**src/rtl/instr_mem_loader.sv**
```systemverilog
// Byte-stream loader for the instruction memory: packs big-endian words and writes them at incrementing addresses.
// The optional inter-byte timeout is built only when LOADER_TIMEOUT_EN is defined.
module instr_mem_loader #(
  parameter int unsigned        NB_DATA      = 32,
  parameter int unsigned        NB_BYTE      = 8,
  parameter int unsigned        NB_ADDR_IMEM = 8,
  parameter logic [NB_DATA-1:0] HALT_WORD    = '1
`ifdef LOADER_TIMEOUT_EN
  , parameter int unsigned      TIMEOUT_CYCLES = 1000
`endif
) (
  input  logic                    clk,
  input  logic                    i_rst_n,
  input  logic                    i_start,
  input  logic [NB_BYTE-1:0]      i_rx_data,
  input  logic                    i_rx_valid,
  output logic                    o_rx_ready,
  output logic                    o_we_IF,
  output logic [NB_DATA-1:0]      o_instruction_data,
  output logic [NB_ADDR_IMEM-1:0] o_instr_addr,
  output logic                    o_halt,
  output logic                    o_done,
  output logic                    o_overflow,
  output logic [NB_ADDR_IMEM:0]   o_word_count,
  output logic                    o_timeout
);

  localparam int unsigned BYTES_PER_WORD = NB_DATA / NB_BYTE;
  localparam int unsigned NB_BCNT        = (BYTES_PER_WORD > 1) ? $clog2(BYTES_PER_WORD) : 1;
  localparam int unsigned NB_WCNT        = NB_ADDR_IMEM + 1;
  localparam int unsigned NB_SHIFT       = NB_DATA - NB_BYTE;
  localparam logic [NB_BCNT-1:0] LAST_BYTE = NB_BCNT'(BYTES_PER_WORD - 1);
  localparam logic [NB_WCNT-1:0] LAST_WORD = {1'b0, {NB_ADDR_IMEM{1'b1}}};

  typedef enum logic [2:0] {IDLE, RECV, WRITE, DONE, ERROR} state_t;

  state_t               state;
  logic [NB_SHIFT-1:0]  shift_word;
  logic [NB_BCNT-1:0]   byte_cnt;
  logic [NB_DATA-1:0]   next_word;
  logic                 accept;
  logic                 restart;

  assign next_word = {shift_word, i_rx_data};
  assign accept    = i_rx_valid & o_rx_ready;
  // WRITE and DONE are not interruptible by a start request.
  assign restart   = i_start & ((state == IDLE) | (state == RECV) | (state == ERROR));

`ifdef LOADER_TIMEOUT_EN
  localparam int unsigned NB_TO = $clog2(TIMEOUT_CYCLES + 1);
  localparam logic [NB_TO-1:0] TO_LAST = NB_TO'(TIMEOUT_CYCLES - 1);
  logic [NB_TO-1:0] idle_cnt;
`else
  assign o_timeout = 1'b0;
`endif

  always_ff @(posedge clk or negedge i_rst_n) begin
    if (!i_rst_n) begin
      state              <= IDLE;
      shift_word         <= '0;
      byte_cnt           <= '0;
      o_rx_ready         <= 1'b0;
      o_we_IF            <= 1'b0;
      o_instruction_data <= '0;
      o_instr_addr       <= '0;
      o_halt             <= 1'b0;
      o_done             <= 1'b0;
      o_overflow         <= 1'b0;
      o_word_count       <= '0;
`ifdef LOADER_TIMEOUT_EN
      idle_cnt           <= '0;
      o_timeout          <= 1'b0;
`endif
    end else begin
      o_we_IF <= 1'b0;
      o_done  <= 1'b0;
`ifdef LOADER_TIMEOUT_EN
      o_timeout <= 1'b0;
`endif
      if (restart) begin
        state        <= RECV;
        byte_cnt     <= '0;
        o_instr_addr <= '0;
        o_word_count <= '0;
        o_overflow   <= 1'b0;
        o_halt       <= 1'b1;
        o_rx_ready   <= 1'b1;
`ifdef LOADER_TIMEOUT_EN
        idle_cnt     <= '0;
`endif
      end else begin
        case (state)
          RECV: begin
            if (accept) begin
              shift_word <= next_word[NB_SHIFT-1:0];
`ifdef LOADER_TIMEOUT_EN
              idle_cnt   <= '0;
`endif
              if (byte_cnt == LAST_BYTE) begin
                byte_cnt           <= '0;
                state              <= WRITE;
                o_rx_ready         <= 1'b0;
                o_we_IF            <= 1'b1;
                o_instruction_data <= next_word;
              end else begin
                byte_cnt <= byte_cnt + NB_BCNT'(1);
              end
            end
`ifdef LOADER_TIMEOUT_EN
            // A stalled partial word is dropped; address and count are untouched.
            else if (byte_cnt != '0) begin
              if (idle_cnt == TO_LAST) begin
                idle_cnt  <= '0;
                byte_cnt  <= '0;
                o_timeout <= 1'b1;
              end else begin
                idle_cnt <= idle_cnt + NB_TO'(1);
              end
            end
`endif
          end
          WRITE: begin
            o_instr_addr <= o_instr_addr + NB_ADDR_IMEM'(1);
            o_word_count <= o_word_count + NB_WCNT'(1);
            if (o_instruction_data == HALT_WORD) begin
              state  <= DONE;
              o_done <= 1'b1;
              o_halt <= 1'b0;
            end else if (o_word_count == LAST_WORD) begin
              state      <= ERROR;
              o_overflow <= 1'b1;
            end else begin
              state      <= RECV;
              o_rx_ready <= 1'b1;
            end
          end
          DONE:    state <= IDLE;
          default: state <= state;
        endcase
      end
    end
  end

endmodule

```
**config.mk**
```make
export PLATFORM = sky130hd
export DESIGN_NAME = instr_mem_loader
export DESIGN_NICKNAME = d
export VERILOG_FILES = /design/src/rtl/instr_mem_loader.sv
export SDC_FILE = /design/constraint.sdc
export NUM_CORES = 1
export LEC_CHECK = 0
export ABC_CLOCK_PERIOD_IN_PS = 4800
export CORE_ASPECT_RATIO = 1.4
export CORE_UTILIZATION = 45
export DETAILED_ROUTE_END_ITERATION = 6
export GPL_TIMING_DRIVEN = 0
export PLACE_DENSITY_LB_ADDON = 0.3
export RECOVER_POWER = 25
export SYNTH_ARGS = -nofsm -noshare
export SYNTH_HDL_FRONTEND = slang
export SYNTH_SLANG_ARGS = --single-unit
```
**constraint.sdc**
```tcl
create_clock -name clk -period 4.8 [get_ports clk]
set_input_delay 0.48 -clock clk [delete_from_list [all_inputs] [get_ports clk]]
set_output_delay 0.48 -clock clk [all_outputs]
set_load 0.01 [all_outputs]
```
==> results of run 1 <==
## report_power, final
| part | internal [uW] | switching (uW) | leakage (uW) |
|---|---|---|---|
| Clock | 358 | 239 | 0.000123 |
| Sequential | 808 | 87.9 | 0.00108 |
| Combinational | 202 | 98.9 | 0.000901 |
| Total | 1370 | 426 | 0.00210 |
## per-layer routing
layer / vias up / global-route usage [%] / wire length (um)
li1: 1073 / - / -
met1: 1139 / 22.8 / 3040
met2: 54 / 34.4 / 3880
met3: 12 / 3.31 / 243
met4: 0 / 8.49 / 130
met5: - / 0 / 0
## logic make-up after synthesis
logic type | count (synthesis) | share of synthesized area [%]
DFF | 83 | 57.6
other | 1 | 0.104
buffers and inverters | 17 | 3.09
AOI/OAI and AO/OA | 24 | 4.23
adders and majority gates | 4 | 1.39
and+or+nand+nor | 63 | 10.9
muxes | 56 | 20.3
xor gates and xnor gates | 10 | 2.43
## metrics by stage
stage                     cell area, um2  hold WS, ns  instances  setup WS (ns)  utilization (%)
after CTS                           4650      0.00946        440           2.78             60.0
final                               4640        0.402        440           2.80             59.9
after global placement              4380        0.472        423          0.298             56.5
after floorplan                     3610        0.184        258           3.13                -
after detailed placement            4410        0.400        424           2.47             56.9
after global routing                4640        0.495        440           2.75             59.9
## layout make-up
cell class	instances	area share, %
plain buffers	11	1.91
repair buffers	66	14.5
multi-input cells	158	30.5
well taps	100	2.69
clock inverters	5	2.16
clock buffers	11	3.04
flip-flops and latches	83	44.7
inverters	6	0.485
## registers in the layout, summed over array words and instances, names as in the netlist
| name | cells |
|---|---|
| o_done | 1 |
| o_rx_ready | 1 |
| o_halt | 1 |
| o_instr_addr | 8 |
| byte_cnt | 2 |
| o_overflow | 1 |
| state | 3 |
| o_word_count | 9 |
| shift_word | 24 |
| o_instruction_data | 32 |
| o_we_IF | 1 |
## final timing paths
check | slack [ns] | depth (start not counted) | to
worst max-delay path | 2.80 | 1 | o_rx_ready
worst min-delay path | 0.40 | 1 | o_word_count[5]
worst max register to register | 2.94 | 4 | o_instruction_data[29]
worst min register to register | 0.49 | 1 | o_instruction_data[26]
max in group asynchronous | 3.48 | 2 | o_instruction_data[14]
min in group clk | 0.49 | 1 | o_instruction_data[26]
## synth_stat cells (3+ instances only)
library cell	n
ha_1	4
nand2_1	14
a21oi_1	7
xnor2_1	7
nor3_1	3
nand4_1	12
buf_6	5
dfrtp_1	83
o21ai_0	8
mux2_2	28
nand3_1	6
xor2_1	3
mux2_4	27
inv_1	6
nor2_1	13
==> qor.yml, run 1 <==
run_status: "finished clean"
drc: 0
grt_start_max_net_pins: 62
dieArea_um2: 8380
cts_resized: 0
avgRoutedWirePerCell_um: 16.6
globalplace.congestion: 0.760
antenna_found_initial: 0
clockBufferDepth: 2
ys_types: 39
final.fill_count: 636
mostFrequentLayoutCell: "dfrtp_1"
synth_top_area_share_pct: 57.6
cpPeakStageDelay_ns: 0.61
ys_warn_count: 0
synth_top_cell_by_area: "dfrtp_1"
vdd_drop_max_v: 0.000278
path_class: "register to output port"
final_antenna_net_count: 0
worst_pin_slew_ns: 1.33
worstPathRequired_ns: 4.32
cts_made_buffers: 9
port_buffers: 65
rows: 38
slew_headroom_pct: 11.2
grt_pass1_wl_mm: 12.3
die_h_um: 108
clk_latency_ns: 0.35
ys_seq_area_share_pct: 57.6
die_w_um: 77.7
grt-ovfl-total: 0
cts_tree: "done"
synth-seq-cells: 83
cts_setup_buffers: 0
synth_edf_count: 0
cts.clk_slew.worst_paths_ns: 0.09
area_growth_pct: 28.8
syn-num-nets: 274
worstSetupStartpoint: "o_rx_ready"
min_period_ns: 2.00
drive_above_1_share_pct: 25.3
slew_violations: 0
grt_pass1_vias: 2445
p_total_uw: 1790
ctsHoldBuffers: 0
r2r-start: "state[2]"
routed_wirelength_mm: 7.29
cap_viol_max_count: 0
cp_cell_sequence: "clkdlybuf4s50_1"
syn_area_per_cell_um2: 14.0
rsz0062_at_grt: "false"
start_kind: "register"
synthFlopType: "dfrtp_1"
critical_path_arrival_ns: 1.52
firstDrtPassIters: 4
worst-path-max-fanout: 7
crit_path_top_delay_cell: "clkdlybuf4s50_1"
diodes: 0
io_pins: 67
vias_per_cell: 5.18
htreeDepth: 3
start_util_pct: 46.5
multi_input_area_um2: 1420
grt_usage_pct: 19.3
clock-skew-final_ns: 0.0118
clkSinkCount: 83
end_kind: "output port"
power_leakage_uw: 0.00210
route.vias.total: 2278
hold_viol: 0
syn_area_um2: 3610
regArea_um2: 2080
coreArea_um2: 7750
synthCells: 258
setup_tns_ns: 0
cp_num_buf_inv: 1
powerDensity_nw_per_um2: 386
async_flop_share_pct: 100
final.period_utilization_pct: 41.6
cts-root-buf: "clkbuf_8"
drt_iter0_markers: 103
setup_violations: 0
final_cell_mix: "dfrtp_1 (83), clkdlybuf4s50_1 (64), mux2_2 (28), mux2_4 (27), nand2_1 (14)"
dp_hpwl_mm: 5.17
fin_nets: 351
crit_family: "buffers and inverters"
max_freq_mhz: 501
synth_area_leaders: "dfrtp_1 (58%), mux2_4 (11%), mux2_2 (8.7%)"
hold_class: "primary input to asynchronous set/reset pin"
Note: power is estimated with default switching activity, not from simulation.
==> run 2: changes to the inputs <==
Settings changed: ABC_CLOCK_PERIOD_IN_PS 4800 to 2050.
Clock period 4.8 ns to 2.05 ns, I/O delays scaled along.
==> run 2 against run 1 <==
Combinational power grew 140%. Clock-buffer cell count is the same. Final cell count grew 0.23%. Clock skew is essentially flat. Wire length grew 0.32%. Sequential power grew 130%. Setup slack lost 2.6 ns. Utilization grew 0.13 points.
==> qor.yml, run 2 (synthesized netlist as in run 1, its figures left out) <==
clkSinkCount: 83
max_freq_mhz: 538
worst-r2r-cell-count: 4
final_util_pct: 60.1
rsz0062_at_grt: "false"
avgRoutedWirePerCell_um: 16.6
clk_latency_ns: 0.35
cts_made_buffers: 9
worst-path-max-fanout: 10
vdd_drop_max_v: 0.000650
hold_viol: 0
r2r_end: "o_instruction_data[29]"
power_leakage_uw: 0.00211
route.vias.total: 2285
clockBufferDepth: 2
worstSetupStartpoint: "state[2]"
r2r-start: "state[2]"
routed_wirelength_mm: 7.32
cts_tree: "done"
final.period_utilization_pct: 90.7
end_kind: "register"
start_util_pct: 46.5
powerDensity_nw_per_um2: 903
drive_above_1_share_pct: 25.2
final_antenna_net_count: 0
setup_violations: 0
clock-skew-final_ns: 0.0118
rows: 38
drt_iter0_markers: 106
run_status: "finished clean"
firstDrtPassIters: 4
slew_violations: 0
path_class: "register to register"
start_kind: "register"
critical_path_arrival_ns: 2.09
grt_pass1_vias: 2443
drc: 0
setup_slack_ns: 0.191
min_period_ns: 1.86
io_pins: 67
cts.clk_slew.worst_paths_ns: 0.09
mostFrequentLayoutCell: "dfrtp_1"
antenna_found_initial: 0
vias_per_cell: 5.18
grt_pass1_wl_mm: 12.3
cap_viol_max_count: 0
top_regs: "o_instruction_data x32, shift_word x24, o_word_count x9"
htreeDepth: 3
grt-ovfl-total: 0
dp_hpwl_mm: 5.17
dp.cells: 424
hold_class: "register to register"
top_register: "o_instruction_data"
globalplace.congestion: 0.760
slew_headroom_pct: 10.6
hp-start: "shift_word[18]"
grt_start_max_net_pins: 62
crit_end: "o_instruction_data[29]"
final_cell_mix: "dfrtp_1 (83), clkdlybuf4s50_1 (64), mux2_2 (28), mux2_4 (27), nand2_1 (14)"
worst_pin_slew_ns: 1.34
diodes: 0
dieArea_um2: 8380
final.fill_count: 635
cts-root-buf: "clkbuf_8"
area_growth_pct: 29.1
cts_setup_buffers: 0
die_w_um: 77.7
coreArea_um2: 7750
worstPathRequired_ns: 2.28
largest_register_ffs: 32
grt_usage_pct: 19.3
port_buffers: 65
layout.cells.non_filler: 441
r2r_slack_ns: 0.19
post-place-ws_ns: -0.00937
die_h_um: 108
p_total_uw: 4200
fin_nets: 352
run 2: changes by cell type in the layout (fill, tap and decap cells not counted):
cell and change:
dlygate4sd3_1 +1
run 2: per-stage QoR:
stage                     TNS [ns]  hold WS, ns  cell area, um2
after floorplan                  0      -0.0906            3610
after global placement     -180.36        0.472            4380
after detailed placement   -0.0471        0.125            4410
after CTS                        0        0.283            4660
after global routing             0        0.495            4650
final                            0        0.490            4650
run 2: worst min path at each step:
stage,to,slack [ns],depth (start not counted)
after floorplan,byte_cnt[0],-0.09,0
after detailed placement,o_word_count[5],0.12,1
after global routing,o_instruction_data[26],0.50,1
final,o_instruction_data[26],0.49,1
after CTS,o_word_count[5],0.28,2
after global placement,byte_cnt[1],0.47,2
run 2: timing repair:
action                    in CTS  in global routing
hold buffers                   1                  0
gates resized for setup        0                  0
hold endpoints to repair      22                  0
run 2: power by group:
| group | total, uW | switching, uW | internal (uW) |
|---|---|---|---|
| registers | 2100 | 206 | 1890 |
| clock network | 1400 | 562 | 839 |
| logic | 705 | 232 | 473 |
| total | 4200 | 1000 | 3200 |
run 2: layout make-up:
| class | count | area (um2) | share of cell area [%] |
|---|---|---|---|
| plain buffers | 11 | 88.8 | 1.91 |
| clock buffers | 11 | 141 | 3.04 |
| clock inverters | 5 | 100 | 2.15 |
| inverters | 6 | 22.5 | 0.484 |
| multi-input cells | 158 | 1420 | 30.5 |
| flip-flops and latches | 83 | 2080 | 44.6 |
| well taps | 100 | 125 | 2.69 |
| repair buffers | 67 | 682 | 14.7 |
run 2: worst max-delay path, cell delays in order, from the launching register on:
cell     delay (ns)
dfrtp_1        0.49
nor4b_4        0.45
nand4_4        0.25
buf_6          0.25
mux2_4         0.30
run 2: layer usage:
layer  routed length (um)  up-vias  share of wire, %  global-route usage, %
li1                     -     1076                 -                      -
met1                 3060     1145                42                   22.8
met2                 3890       52                53                   34.4
met3                  235       12               3.2                   3.31
met4                  130        0               1.8                   8.49
met5                    0        -                 0                      0
